## src/rtl/tree_out_arbiter_if.sv

```systemverilog
// Handshake bundle between the input controllers, the output arbiter and the
// downstream router output channel.
// slave modport: the arbiter side. master modport: the environment side.
interface tree_out_arbiter_if #(
    parameter int unsigned WIDTH_packet = 14,
    parameter int unsigned N_REQ        = 3,
    parameter int unsigned IDW          = 2
);
    logic [N_REQ-1:0]              in_valid;
    logic [N_REQ*WIDTH_packet-1:0] in_data;
    logic [N_REQ-1:0]              in_ready;
    logic                          out_valid;
    logic [WIDTH_packet-1:0]       out_data;
    logic                          out_ready;
    logic [IDW-1:0]                grant_id;
    logic                          busy;

    modport master (
        output in_valid, in_data, out_ready,
        input  in_ready, out_valid, out_data, grant_id, busy
    );

    modport slave (
        input  in_valid, in_data, out_ready,
        output in_ready, out_valid, out_data, grant_id, busy
    );
endinterface

```

## src/rtl/tree_out_arbiter.sv

```systemverilog
// Round-robin arbiter plus one-entry output register for one tree-router output
// link. One requester is granted per transfer; its packet is latched and offered
// downstream with valid/ready. Full throughput: the register reloads on the same
// edge it drains.
// Optional macro TREE_ARB_PARENT_PRIO_EN: requester 0 (parent) always wins when
// valid and does not move the round-robin pointer; round-robin then covers only
// the children 1..N_REQ-1.
module tree_out_arbiter #(
    parameter int unsigned WIDTH_packet = 14,
    parameter int unsigned N_REQ        = 3,
    parameter int unsigned IDW          = 2
) (
    input logic               clk,
    input logic               rst_n,
    tree_out_arbiter_if.slave bus
);

    typedef enum logic {StEmpty, StFull} state_e;

    state_e                  state_q, state_d;
    logic [WIDTH_packet-1:0] out_data_q, out_data_d;
    logic [IDW-1:0]          grant_id_q, grant_id_d;
    logic [IDW-1:0]          rr_ptr_q, rr_ptr_d;

    logic                    found;
    logic                    parent_win;
    logic [IDW-1:0]          winner;
    logic [IDW-1:0]          cand;
    int unsigned             scan_idx;
    logic [WIDTH_packet-1:0] win_data;
    logic                    slot_free;
    logic                    xfer_in;
    logic                    xfer_out;

    // Reset gates slot_free so no requester sees a grant while rst_n is low.
    assign xfer_out  = (state_q == StFull) & bus.out_ready;
    assign slot_free = rst_n & ((state_q == StEmpty) | xfer_out);
    assign xfer_in   = found & slot_free;

    // Arbitration: scan from rr_ptr upward, wrapping modulo N_REQ.
    always_comb begin
        found      = 1'b0;
        parent_win = 1'b0;
        winner     = '0;
        scan_idx   = 0;
        cand       = '0;
`ifdef TREE_ARB_PARENT_PRIO_EN
        if (bus.in_valid[0]) begin
            found      = 1'b1;
            parent_win = 1'b1;
        end
`endif
        for (int unsigned k = 0; k < N_REQ; k++) begin
            scan_idx = 32'(rr_ptr_q) + k;
            if (scan_idx >= N_REQ) begin
                scan_idx = scan_idx - N_REQ;
            end
            cand = scan_idx[IDW-1:0];
`ifdef TREE_ARB_PARENT_PRIO_EN
            if (!found && bus.in_valid[cand] && (cand != '0)) begin
`else
            if (!found && bus.in_valid[cand]) begin
`endif
                found  = 1'b1;
                winner = cand;
            end
        end
    end

    // Packet mux for the current winner.
    always_comb begin
        win_data = '0;
        for (int i = 0; i < int'(N_REQ); i++) begin
            if (winner == i[IDW-1:0]) begin
                win_data = bus.in_data[i*WIDTH_packet +: WIDTH_packet];
            end
        end
    end

    // One-hot-or-zero accept to the winning requester.
    always_comb begin
        bus.in_ready = '0;
        if (xfer_in) begin
            bus.in_ready[winner] = 1'b1;
        end
    end

    // Next state of the output register and round-robin pointer.
    always_comb begin
        state_d    = state_q;
        out_data_d = out_data_q;
        grant_id_d = grant_id_q;
        rr_ptr_d   = rr_ptr_q;
        if (xfer_in) begin
            state_d    = StFull;
            out_data_d = win_data;
            grant_id_d = winner;
            if (!parent_win) begin
                rr_ptr_d = (32'(winner) == N_REQ - 1) ? '0 : winner + 1'b1;
            end
        end else if (xfer_out) begin
            state_d = StEmpty;
        end
    end

    // State registers; asynchronous reset discards any buffered packet.
    always_ff @(posedge clk or negedge rst_n) begin
        if (!rst_n) begin
            state_q    <= StEmpty;
            out_data_q <= '0;
            grant_id_q <= '0;
            rr_ptr_q   <= '0;
        end else begin
            state_q    <= state_d;
            out_data_q <= out_data_d;
            grant_id_q <= grant_id_d;
            rr_ptr_q   <= rr_ptr_d;
        end
    end

    assign bus.out_valid = (state_q == StFull);
    assign bus.busy      = (state_q == StFull);
    assign bus.out_data  = out_data_q;
    assign bus.grant_id  = grant_id_q;

endmodule

```

## src/flat_wrapper.sv

```systemverilog
// flat-port wrapper written by rule: the top's interface ports become plain ports
module tree_out_arbiter_flat 
#(
    parameter int unsigned WIDTH_packet = 14,
    parameter int unsigned N_REQ        = 3,
    parameter int unsigned IDW          = 2
)
  (clk, rst_n, bus_in_valid, bus_in_data, bus_out_ready, bus_in_ready, bus_out_valid, bus_out_data, bus_grant_id, bus_busy);
  tree_out_arbiter_if #(.WIDTH_packet(WIDTH_packet), .N_REQ(N_REQ), .IDW(IDW)) bus_i ();
  input logic clk;
  input logic rst_n;
  input wire logic [$bits(bus_i.in_valid)-1:0] bus_in_valid;
  input wire logic [$bits(bus_i.in_data)-1:0] bus_in_data;
  input wire logic [$bits(bus_i.out_ready)-1:0] bus_out_ready;
  output wire logic [$bits(bus_i.in_ready)-1:0] bus_in_ready;
  output wire logic [$bits(bus_i.out_valid)-1:0] bus_out_valid;
  output wire logic [$bits(bus_i.out_data)-1:0] bus_out_data;
  output wire logic [$bits(bus_i.grant_id)-1:0] bus_grant_id;
  output wire logic [$bits(bus_i.busy)-1:0] bus_busy;
  assign bus_i.in_valid = bus_in_valid;
  assign bus_i.in_data = bus_in_data;
  assign bus_i.out_ready = bus_out_ready;
  assign bus_in_ready = bus_i.in_ready;
  assign bus_out_valid = bus_i.out_valid;
  assign bus_out_data = bus_i.out_data;
  assign bus_grant_id = bus_i.grant_id;
  assign bus_busy = bus_i.busy;
  tree_out_arbiter #(.WIDTH_packet(WIDTH_packet), .N_REQ(N_REQ), .IDW(IDW)) u_core (.clk(clk), .rst_n(rst_n), .bus(bus_i));
endmodule
```

## config.mk

```make
export PLATFORM = sky130hd
export DESIGN_NAME = tree_out_arbiter_flat
export DESIGN_NICKNAME = d
export VERILOG_FILES = /design/src/rtl/tree_out_arbiter_if.sv /design/src/rtl/tree_out_arbiter.sv /design/src/flat_wrapper.sv
export SDC_FILE = /design/constraint.sdc
export NUM_CORES = 1
export LEC_CHECK = 0
export BUFFER_PORTS_ARGS = -buffer_cell sky130_fd_sc_hd__buf_4
export CORE_AREA = 2 2 60 62
export DETAILED_ROUTE_END_ITERATION = 8
export DIE_AREA = 0 0 62 64
export GPL_TIMING_DRIVEN = 0
export PLACE_DENSITY = 0.8
export SLEW_MARGIN = 20
export SYNTH_ARGS = -nofsm -noshare
export SYNTH_HDL_FRONTEND = slang
export SYNTH_SLANG_ARGS = --single-unit
```

## constraint.sdc

```tcl
create_clock -name clk -period 6.5 [get_ports clk]
set_clock_uncertainty 0.2 [all_clocks]
set_input_delay 1.95 -clock clk [delete_from_list [all_inputs] [get_ports clk]]
set_output_delay 1.95 -clock clk [all_outputs]
set_load 0.01 [all_outputs]
```

==> metrics, run 1 <==
maxcap violations=0; Post-Synth XOR/XNOR Area=0%; nets@finish=254; Final Hold Fails=0; peak supply drop=0.192 mV; Worst Setup End Kind=output port; Syn-to-layout area delta=44.9%; H-tree levels=1; most frequent cells in the layout=buf_4 (69), dfrtp_1 (19), nor2_1 (15); Root Buffer=clkbuf_4; P_leak=0.880 nW; Total Routing Usage GR=18.5%; synthesized area=1310 um2; unrepaired setup endpoints after global routing=no; Initial Util=39.9%; Synth Register Bits=19; Distinct cells, synth=33; # hold bufs at CTS=0; arrival time of the worst setup path=3470 ps; Sw Ratio=44.0%; Setup Crit Path Kind=input pin to output port; ys async rst share=100%; via count=1,253; Avg Cell Area, Syn=10.1 um2; PnR worst setup slack=876 ps; Tcrit/Tclk final=86.5%; worst slew pin tran=341 ps; grt total ovfl=0; dpl hpwl=2700 um; fin cells=247; Synth area leaders=dfrtp_1 (36%), a221oi_1 (8.0%), o2bb2ai_1 (7.4%), buf_6 (5.2%), mux2i_1 (4.6%); Die Span X=62 um; CP required=4350 ps; largest family of logic cells by synthesized area=compound AO/OA/AOI/OAI gates; Int Pwr=514 uW; mux contribution to synthesized area=4.58%; ys flop type=dfrtp_1; Post-CTS Setup Repair Bufs=0; GPL Wtd Cong=0.733; Routed WL=3400 um; adder-cell area share of the yosys netlist=3.82%; pin count of the biggest net entering global routing=21; outcome=finished clean; Logic pwr share=70.2%; Reg area=475 um2; I/O pin cnt=69; Synth top area share=36.3%; Reg clk slew, reported paths=110 ps; Post-synth EDFFs=0; fmax=0.178 GHz; CTS Buf Count=3; Simple-Gate Fraction of Synth Area=16.4%; number of global-route vias before repair=1,255; CTS tree=yes; # placed instances=243; DRC viols=0; Tmin final=5620 ps; DR iter-0 viols=33; Finish-stage setup viols=0; setup tns final=0 ps; Ant. Diodes=0; Util after Layout=57.8%; CP Max Fanout=10; Port-buffer cells=67; pwr dens=483 nW/um2; dpl ws=866 ps; Die Footprint=3970 um2; initial antenna violation count=0; Clock Latency Late Sink=300 ps; Worst Hold Class=flip-flop to flip-flop; multi-input logic area=726 um2; CTS sink count=19; Die H=64 um; Routed Antenna Nets=0; fillers=313; CTS Buffer Depth=2; Core Box Area=3280 um2; NetSw=403 uW; post-synthesis sequential area ratio=36.3%; Synth Net Count=182; Startpoint Class=input pin; share of layout cells above drive strength 1=44.3%; first-pass GRT wire length=5660 um; Synth Area in Compound Gates=30.6%; mean routed wirelength per cell=13.8 um; post-synth top area cell=dfrtp_1; synth warn=0; Hold Slack=298 ps; DRT Pass-1 Iters=4; fin. max-slew vios=0; Rows=21; cts repair resizes=0; Mapped Cells=130; via density per instance=5.07; Max transition margin=77.1%; commonest non-fill, non-tap cell in the layout=buf_4; clock power share=6.6%; Flop pwr share=23.2%
critical path, stage by stage:
cell,delay (ps)
buf_4,140
mux2i_1,250
o21ai_0,120
a21oi_1,250
o21ai_4,150
nor3_4,290
buf_6,190
buf_4,130
metal layers:
layer  vias up  share of wire, %  GRT usage (%)
li1        626                 -              -
met1       590                42           23.9
met2        33                51           30.3
met3         4               5.5           4.05
met4         0               1.2           5.32
met5         -                 0              0
worst paths after layout:
kind,startpoint,end,slack [ps],cells past startpoint
setup / recovery,bus_in_valid[0],bus_in_ready[0],880,8
hold / removal,u_core.bus.grant_id[1],u_core.bus.grant_id[1],300,1
hold reg to reg,u_core.bus.grant_id[1],u_core.bus.grant_id[1],300,1
max in group asynchronous,rst_n,u_core.bus.out_data[5],4580,1
min in group asynchronous,rst_n,u_core.bus.out_data[8],1300,1
setup reg to reg,u_core.rr_ptr_q[0],u_core.bus.out_data[12],3910,9
cells in the mapped netlist, drive strengths merged, types with 4 or more instances:
| master | n |
|---|---|
| mux2i | 6 |
| dfrtp | 19 |
| o2bb2ai | 12 |
| a221oi | 12 |
| ha | 4 |
| o21ai | 7 |
| nor2 | 15 |
| nand2b | 4 |
| buf | 11 |
| nor2b | 7 |
| nand2 | 6 |
metrics by stage:
stage,total power [mW],area [um2]
after floorplan,0.656,1310
after global placement,0.859,1870
after detailed placement,0.868,1870
after CTS,0.928,1900
after global routing,1.00,1900
final,0.917,1900
state kept, by name, indices dropped and copies added, names as in the netlist:
signal / count
u_core.bus.busy: 1
u_core.bus.grant_id: 2
u_core.rr_ptr_q: 2
u_core.bus.out_data: 14
area by class of cell:
class / count / area share, %
flip-flops and latches: 19 / 25.0
inverters: 3 / 0.593
clock buffers: 3 / 1.19
plain buffers: 11 / 5.14
repair buffers: 67 / 26.5
multi-input cells: 97 / 38.2
well taps: 46 / 3.03
clock inverters: 1 / 0.264
cell families after synthesis:
family                     Yosys count
AOI/OAI and AO/OA                   46
DFF                                 19
buffers and inverters               14
muxes                                6
and+or+nand+nor                     41
adders and majority gates            4
power groups by stage:
stage	clock, mW	combinational, mW	sequential (mW)
after floorplan	0	0.419	0.237
after global placement	0	0.646	0.213
final	0.0605	0.643	0.213
after global routing	0.0663	0.716	0.220
after detailed placement	0	0.652	0.216
after CTS	0.0623	0.653	0.213
(Power assumes the default switching activity.)
==> run 2, diff against run 1 <==
--- a/config.mk
+++ b/config.mk
@@ -6,9 +6,9 @@
 export NUM_CORES = 1
 export LEC_CHECK = 0
 export BUFFER_PORTS_ARGS = -buffer_cell sky130_fd_sc_hd__buf_4
-export CORE_AREA = 2 2 60 62
+export CORE_AREA = 2 2 69 54
 export DETAILED_ROUTE_END_ITERATION = 8
-export DIE_AREA = 0 0 62 64
+export DIE_AREA = 0 0 71 56
 export GPL_TIMING_DRIVEN = 0
 export PLACE_DENSITY = 0.8
 export SLEW_MARGIN = 20
==> metrics, run 2 (synthesized netlist as in run 1, its figures left out) <==
Routed Antenna Nets=0 (unchanged); fin cells=241 (-2.4%); Rows=18 (-14%); CP required=4350 ps (about the same); CP Max Fanout=10 (unchanged); via density per instance=5.31 (+4.6%); Largest register FFs=14 (unchanged); maxcap violations=0 (unchanged); P_leak=0.885 nW (+0.57%); Die Footprint=3980 um2 (+0.20%); first-pass GRT wire length=6090 um (+7.4%); outcome=finished clean; share of layout cells above drive strength 1=43.8% (-0.50 points); routing usage on met3=3.26% (-0.79 points); Flop pwr share=22.6% (-0.6 points); Tmin final=5760 ps (+141 ps); CTS tree=yes; Tcrit/Tclk final=88.7% (+2.2 points); commonest non-fill, non-tap cell in the layout=buf_4; DR iter-0 viols=72 (+120%); Placed Area=1860 um2 (-0.40%); pwr dens=498 nW/um2 (+3.2%); Worst path most repeated cell=buf_4; Finish-stage setup viols=0 (unchanged); DRT Pass-1 Iters=4 (unchanged); Int Pwr=535 uW (+4.1%); unrepaired setup endpoints after global routing=no; # hold bufs at CTS=0 (unchanged); NetSw=416 uW (+3.2%); Initial Util=40.1% (+0.23 points); Clock Latency Late Sink=260 ps (-40 ps); Logic pwr share=68.8% (-1.4 points); Hold Slack=281 ps (-16.9 ps); CP max stage cell=mux2i_1; Worst Setup End Kind=output port; Sw Ratio=43.7% (-0.22 points); nets@finish=254 (unchanged); grt total ovfl=0 (unchanged); cts repair resizes=0 (unchanged); DRC viols=0 (unchanged); Routed WL=3640 um (+7.1%); most frequent cells in the layout=buf_4 (69), dfrtp_1 (19), nor2_1 (15); Total Routing Usage GR=18.7% (+0.20 points); CTS Buffer Depth=2 (unchanged); worst slew pin tran=361 ps (+19.3 ps); I/O pin cnt=69 (unchanged); GPL Wtd Cong=0.812 (+11%); Reg clk slew, reported paths=70 ps (-40 ps); Worst Hold Class=flip-flop to flip-flop; # placed instances=237 (-2.5%); Root Buffer=clkbuf_8; clock power share=8.6% (+2.0 points); Port-buffer cells=67 (unchanged); arrival time of the worst setup path=3610 ps (+140 ps); met1 Use GR=26.5% (+2.6 points); H-tree levels=1 (unchanged); Startpoint Class=input pin; Most Used Layer, Global Route=met2; setup tns final=0 ps (unchanged); ordered list of cells on the worst path=buf_4 > mux2i_1 > o21ai_0 > a21oi_1 > o21ai_4 > nor3_4 > buf_6 > buf_4; Setup Crit Path Kind=input pin to output port; Die Span X=71 um (+15%); Post-CTS Setup Repair Bufs=0 (unchanged); number of global-route vias before repair=1,288 (+2.6%); initial antenna violation count=0 (unchanged); design area=1910 um2 (+0.53%); mean routed wirelength per cell=15.1 um (+9.8%); fin. max-slew vios=0 (unchanged); pin count of the biggest net entering global routing=21 (unchanged); dpl hpwl=2850 um (+5.6%); fmax=0.173 GHz (-2.4%); Max transition margin=75.3% (-1.9 points); CTS sink count=19 (unchanged); Final Hold Fails=0 (unchanged); GR met2 Demand/Resource=30.7% (+0.37 points); peak supply drop=0.238 mV (+24%); via count=1,279 (+2.1%); Ant. Diodes=0 (unchanged); Die H=56 um (-13%); Core Box Area=3270 um2 (-0.57%); Syn-to-layout area delta=45.7%; peak per-stage delay on the critical path=320 ps (+30 ps); CTS Buf Count=3 (unchanged)
[run 2: final timing paths]
check	startpoint	end	slack, ps	depth (start not counted)
worst max-delay path	bus_in_valid[1]	bus_in_ready[0]	740	8
worst min-delay path	u_core.bus.grant_id[1]	u_core.bus.grant_id[1]	280	1
worst max register to register	u_core.rr_ptr_q[0]	u_core.bus.out_data[6]	3810	9
worst min register to register	u_core.bus.grant_id[1]	u_core.bus.grant_id[1]	280	1
max in group asynchronous	rst_n	u_core.bus.out_data[8]	4520	1
min in group asynchronous	rst_n	u_core.bus.out_data[9]	1360	1
[run 2: metal layers]
layer / vias to the layer above / wire, um
met1: 608 / 1650
met2: 35 / 1790
met4: 0 / 31
li1: 629 / -
met5: - / 0
met3: 7 / 169
[run 2: area by class of cell]
class	instances	area, um2
buffer	11	97.6
clock buffer	4	45.0
fill	289	1360
inverter	3	11.3
multi-input combinational	97	726
sequential	19	475
tap	40	50.0
timing repair buffer	67	503
[run 2: power groups by stage]
stage | sequential [mW] | clock, mW | combinational [mW]
global placement | 0.213 | 0 | 0.646
detailed placement | 0.215 | 0 | 0.654
global route | 0.222 | 0.0918 | 0.712
finish | 0.215 | 0.0820 | 0.654
CTS | 0.214 | 0.0863 | 0.655
floorplan | 0.237 | 0 | 0.419
[run 2: worst max-delay path: cells and delay by family]
family,cells,cell delay [ps]
buffers and inverters,3,470
multiplexers,1,320
AND/OR/NAND/NOR,1,300
AO/OA/AOI/OAI,3,570
[run 2: metrics by stage]
step	setup slack, ps	utilization [%]	power (mW)
after floorplan	1170	-	0.656
after global placement	762	57.0	0.859
after detailed placement	776	57.0	0.869
after CTS	765	58.4	0.955
after global routing	635	58.4	1.03
final	735	58.4	0.951
==> run 3, diff against run 2 <==
--- a/config.mk
+++ b/config.mk
@@ -10,7 +10,7 @@
 export DETAILED_ROUTE_END_ITERATION = 8
 export DIE_AREA = 0 0 71 56
 export GPL_TIMING_DRIVEN = 0
-export PLACE_DENSITY = 0.8
+export PLACE_DENSITY = 0.72
 export SLEW_MARGIN = 20
 export SYNTH_ARGS = -nofsm -noshare
 export SYNTH_HDL_FRONTEND = slang
==> metrics, run 3 (synthesized netlist as in run 1, its figures left out) <==
outcome=finished clean; Worst Hold Class=flip-flop to flip-flop; arrival time of the worst setup path=3500 ps (-110 ps); DR iter-0 viols=44 (-39%); Final Hold Fails=0 (unchanged); Routed WL=3660 um (+0.69%); unrepaired setup endpoints after global routing=no; Die H=56 um (unchanged); DRC viols=0 (unchanged); Die Footprint=3980 um2 (unchanged); most frequent cells in the layout=buf_4 (69), dfrtp_1 (19), nor2_1 (15); Sw Ratio=43.6% (-0.095 points); Initial Util=40.1% (unchanged); GPL Wtd Cong=0.817 (+0.68%); Die Span X=71 um (unchanged); worst slew pin tran=287 ps (-73.3 ps); CTS sink count=19 (unchanged); pwr dens=496 nW/um2 (-0.38%); Total Routing Usage GR=18.9% (+0.16 points); CP required=4350 ps (about the same); Rows=18 (unchanged); maxcap violations=0 (unchanged); via density per instance=5.31 (unchanged); dpl hpwl=2920 um (+2.6%); design area=1910 um2 (about the same); peak supply drop=0.269 mV (+13%); fillers=278 (-3.8%); # hold bufs at CTS=0 (unchanged); cts repair resizes=0 (unchanged); DRT Pass-1 Iters=4 (unchanged); Worst path most repeated cell=buf_4; Largest register FFs=14 (unchanged); CP max stage cell=nor3_4; I/O pin cnt=69 (unchanged); PnR worst setup slack=846 ps (+110 ps); commonest non-fill, non-tap cell in the layout=buf_4; Root Buffer=clkbuf_8; clock power share=8.9% (+0.3 points); Startpoint Class=input pin; Post-CTS Setup Repair Bufs=0 (unchanged); grt total ovfl=0 (unchanged); via count=1,279 (unchanged); number of global-route vias before repair=1,278 (-0.78%); CP Max Fanout=10 (unchanged); Setup Crit Path Kind=input pin to output port; Util after Layout=58.5% (about the same); CTS Buf Count=3 (unchanged); pin count of the biggest net entering global routing=21 (unchanged); Port-buffer cells=67 (unchanged); peak per-stage delay on the critical path=280 ps (-40 ps); Final Power=948 uW (-0.31%); Tcrit/Tclk final=87.0% (-1.7 points); fmax=0.177 GHz (+2.0%); CTS tree=yes; fin. max-slew vios=0 (unchanged); Core Box Area=3270 um2 (unchanged); mean routed wirelength per cell=15.2 um (+0.69%); P_leak=0.888 nW (+0.31%); first-pass GRT wire length=6050 um (-0.56%); R2R Setup Slk=3880 ps (+70 ps); Clock Latency Late Sink=260 ps (about the same); nets@finish=254 (unchanged); multi-input logic area=726 um2 (unchanged); Reg area=475 um2 (unchanged); share of layout cells above drive strength 1=44.3% (+0.50 points); Routed Antenna Nets=0 (unchanged); initial antenna violation count=0 (unchanged); setup tns final=0 ps (unchanged); Int Pwr=534 uW (-0.14%); ordered list of cells on the worst path=buf_4 > mux2i_1 > o21ai_0 > a21oi_1 > o21ai_4 > nor3_4 > buf_6 > buf_4; dpl ws=834 ps (+57.8 ps); Placed Area=1860 um2 (unchanged); Reg clk slew, reported paths=80 ps (about the same); H-tree levels=1 (unchanged); Ant. Diodes=0 (unchanged); Flop pwr share=22.5% (about the same); Tmin final=5650 ps (-110 ps); Max transition margin=80.3% (+5.0 points); Finish-stage setup viols=0 (unchanged); Worst Setup End Kind=output port; NetSw=414 uW (-0.53%); Syn-to-layout area delta=45.7% (about the same); Logic pwr share=68.6% (-0.2 points); CTS Buffer Depth=2 (unchanged)
[run 3: cell type report]
class | count | share of cell area, %
Multi-Input combinational cell | 97 | 38.0
Clock buffer | 3 | 2.16
Timing Repair Buffer | 67 | 26.3
Clock inverter | 1 | 0.262
Tap cell | 40 | 2.62
Inverter | 3 | 0.590
Buffer | 11 | 5.11
Sequential cell | 19 | 24.9
[run 3: metrics by stage]
stage / cells / hold slack [ps]
after floorplan: 130 / 306
after global placement: 237 / 263
after detailed placement: 237 / 281
after CTS: 241 / 299
after global routing: 241 / 317
final: 241 / 294
[run 3: path summary, 6_finish.rpt]
check / from / end / cells after the start
max in group asynchronous: rst_n / u_core.bus.out_data[0] / 1
worst min register to register: u_core.bus.grant_id[1] / u_core.bus.grant_id[1] / 1
worst max-delay path: bus_in_valid[1] / bus_in_ready[0] / 8
worst min-delay path: u_core.bus.grant_id[1] / u_core.bus.grant_id[1] / 1
min in group asynchronous: rst_n / u_core.bus.busy / 1
worst max register to register: u_core.rr_ptr_q[0] / u_core.bus.out_data[8] / 9
[run 3: worst max-delay path: cells and delay by family]
kind                   cells  cell delay [ps]
AO/OA/AOI/OAI              3              550
buffers and inverters      3              450
multiplexers               1              260
AND/OR/NAND/NOR            1              280
[run 3: per-layer routing]
layer,global-route usage (%),vias up,part of all wire [%]
met2,32.4,40,51
li1,-,626,-
met4,5.12,0,1.0
met1,23.9,609,44
met5,0,-,0
met3,4.17,4,4.2
[run 3: power by group through the flow]
stage | Clock [mW] | Sequential, mW | Combinational (mW)
final | 0.0840 | 0.214 | 0.650
after global routing | 0.0941 | 0.221 | 0.707
after CTS | 0.0870 | 0.214 | 0.653
after detailed placement | 0 | 0.216 | 0.653
after global placement | 0 | 0.213 | 0.637
after floorplan | 0 | 0.237 | 0.419
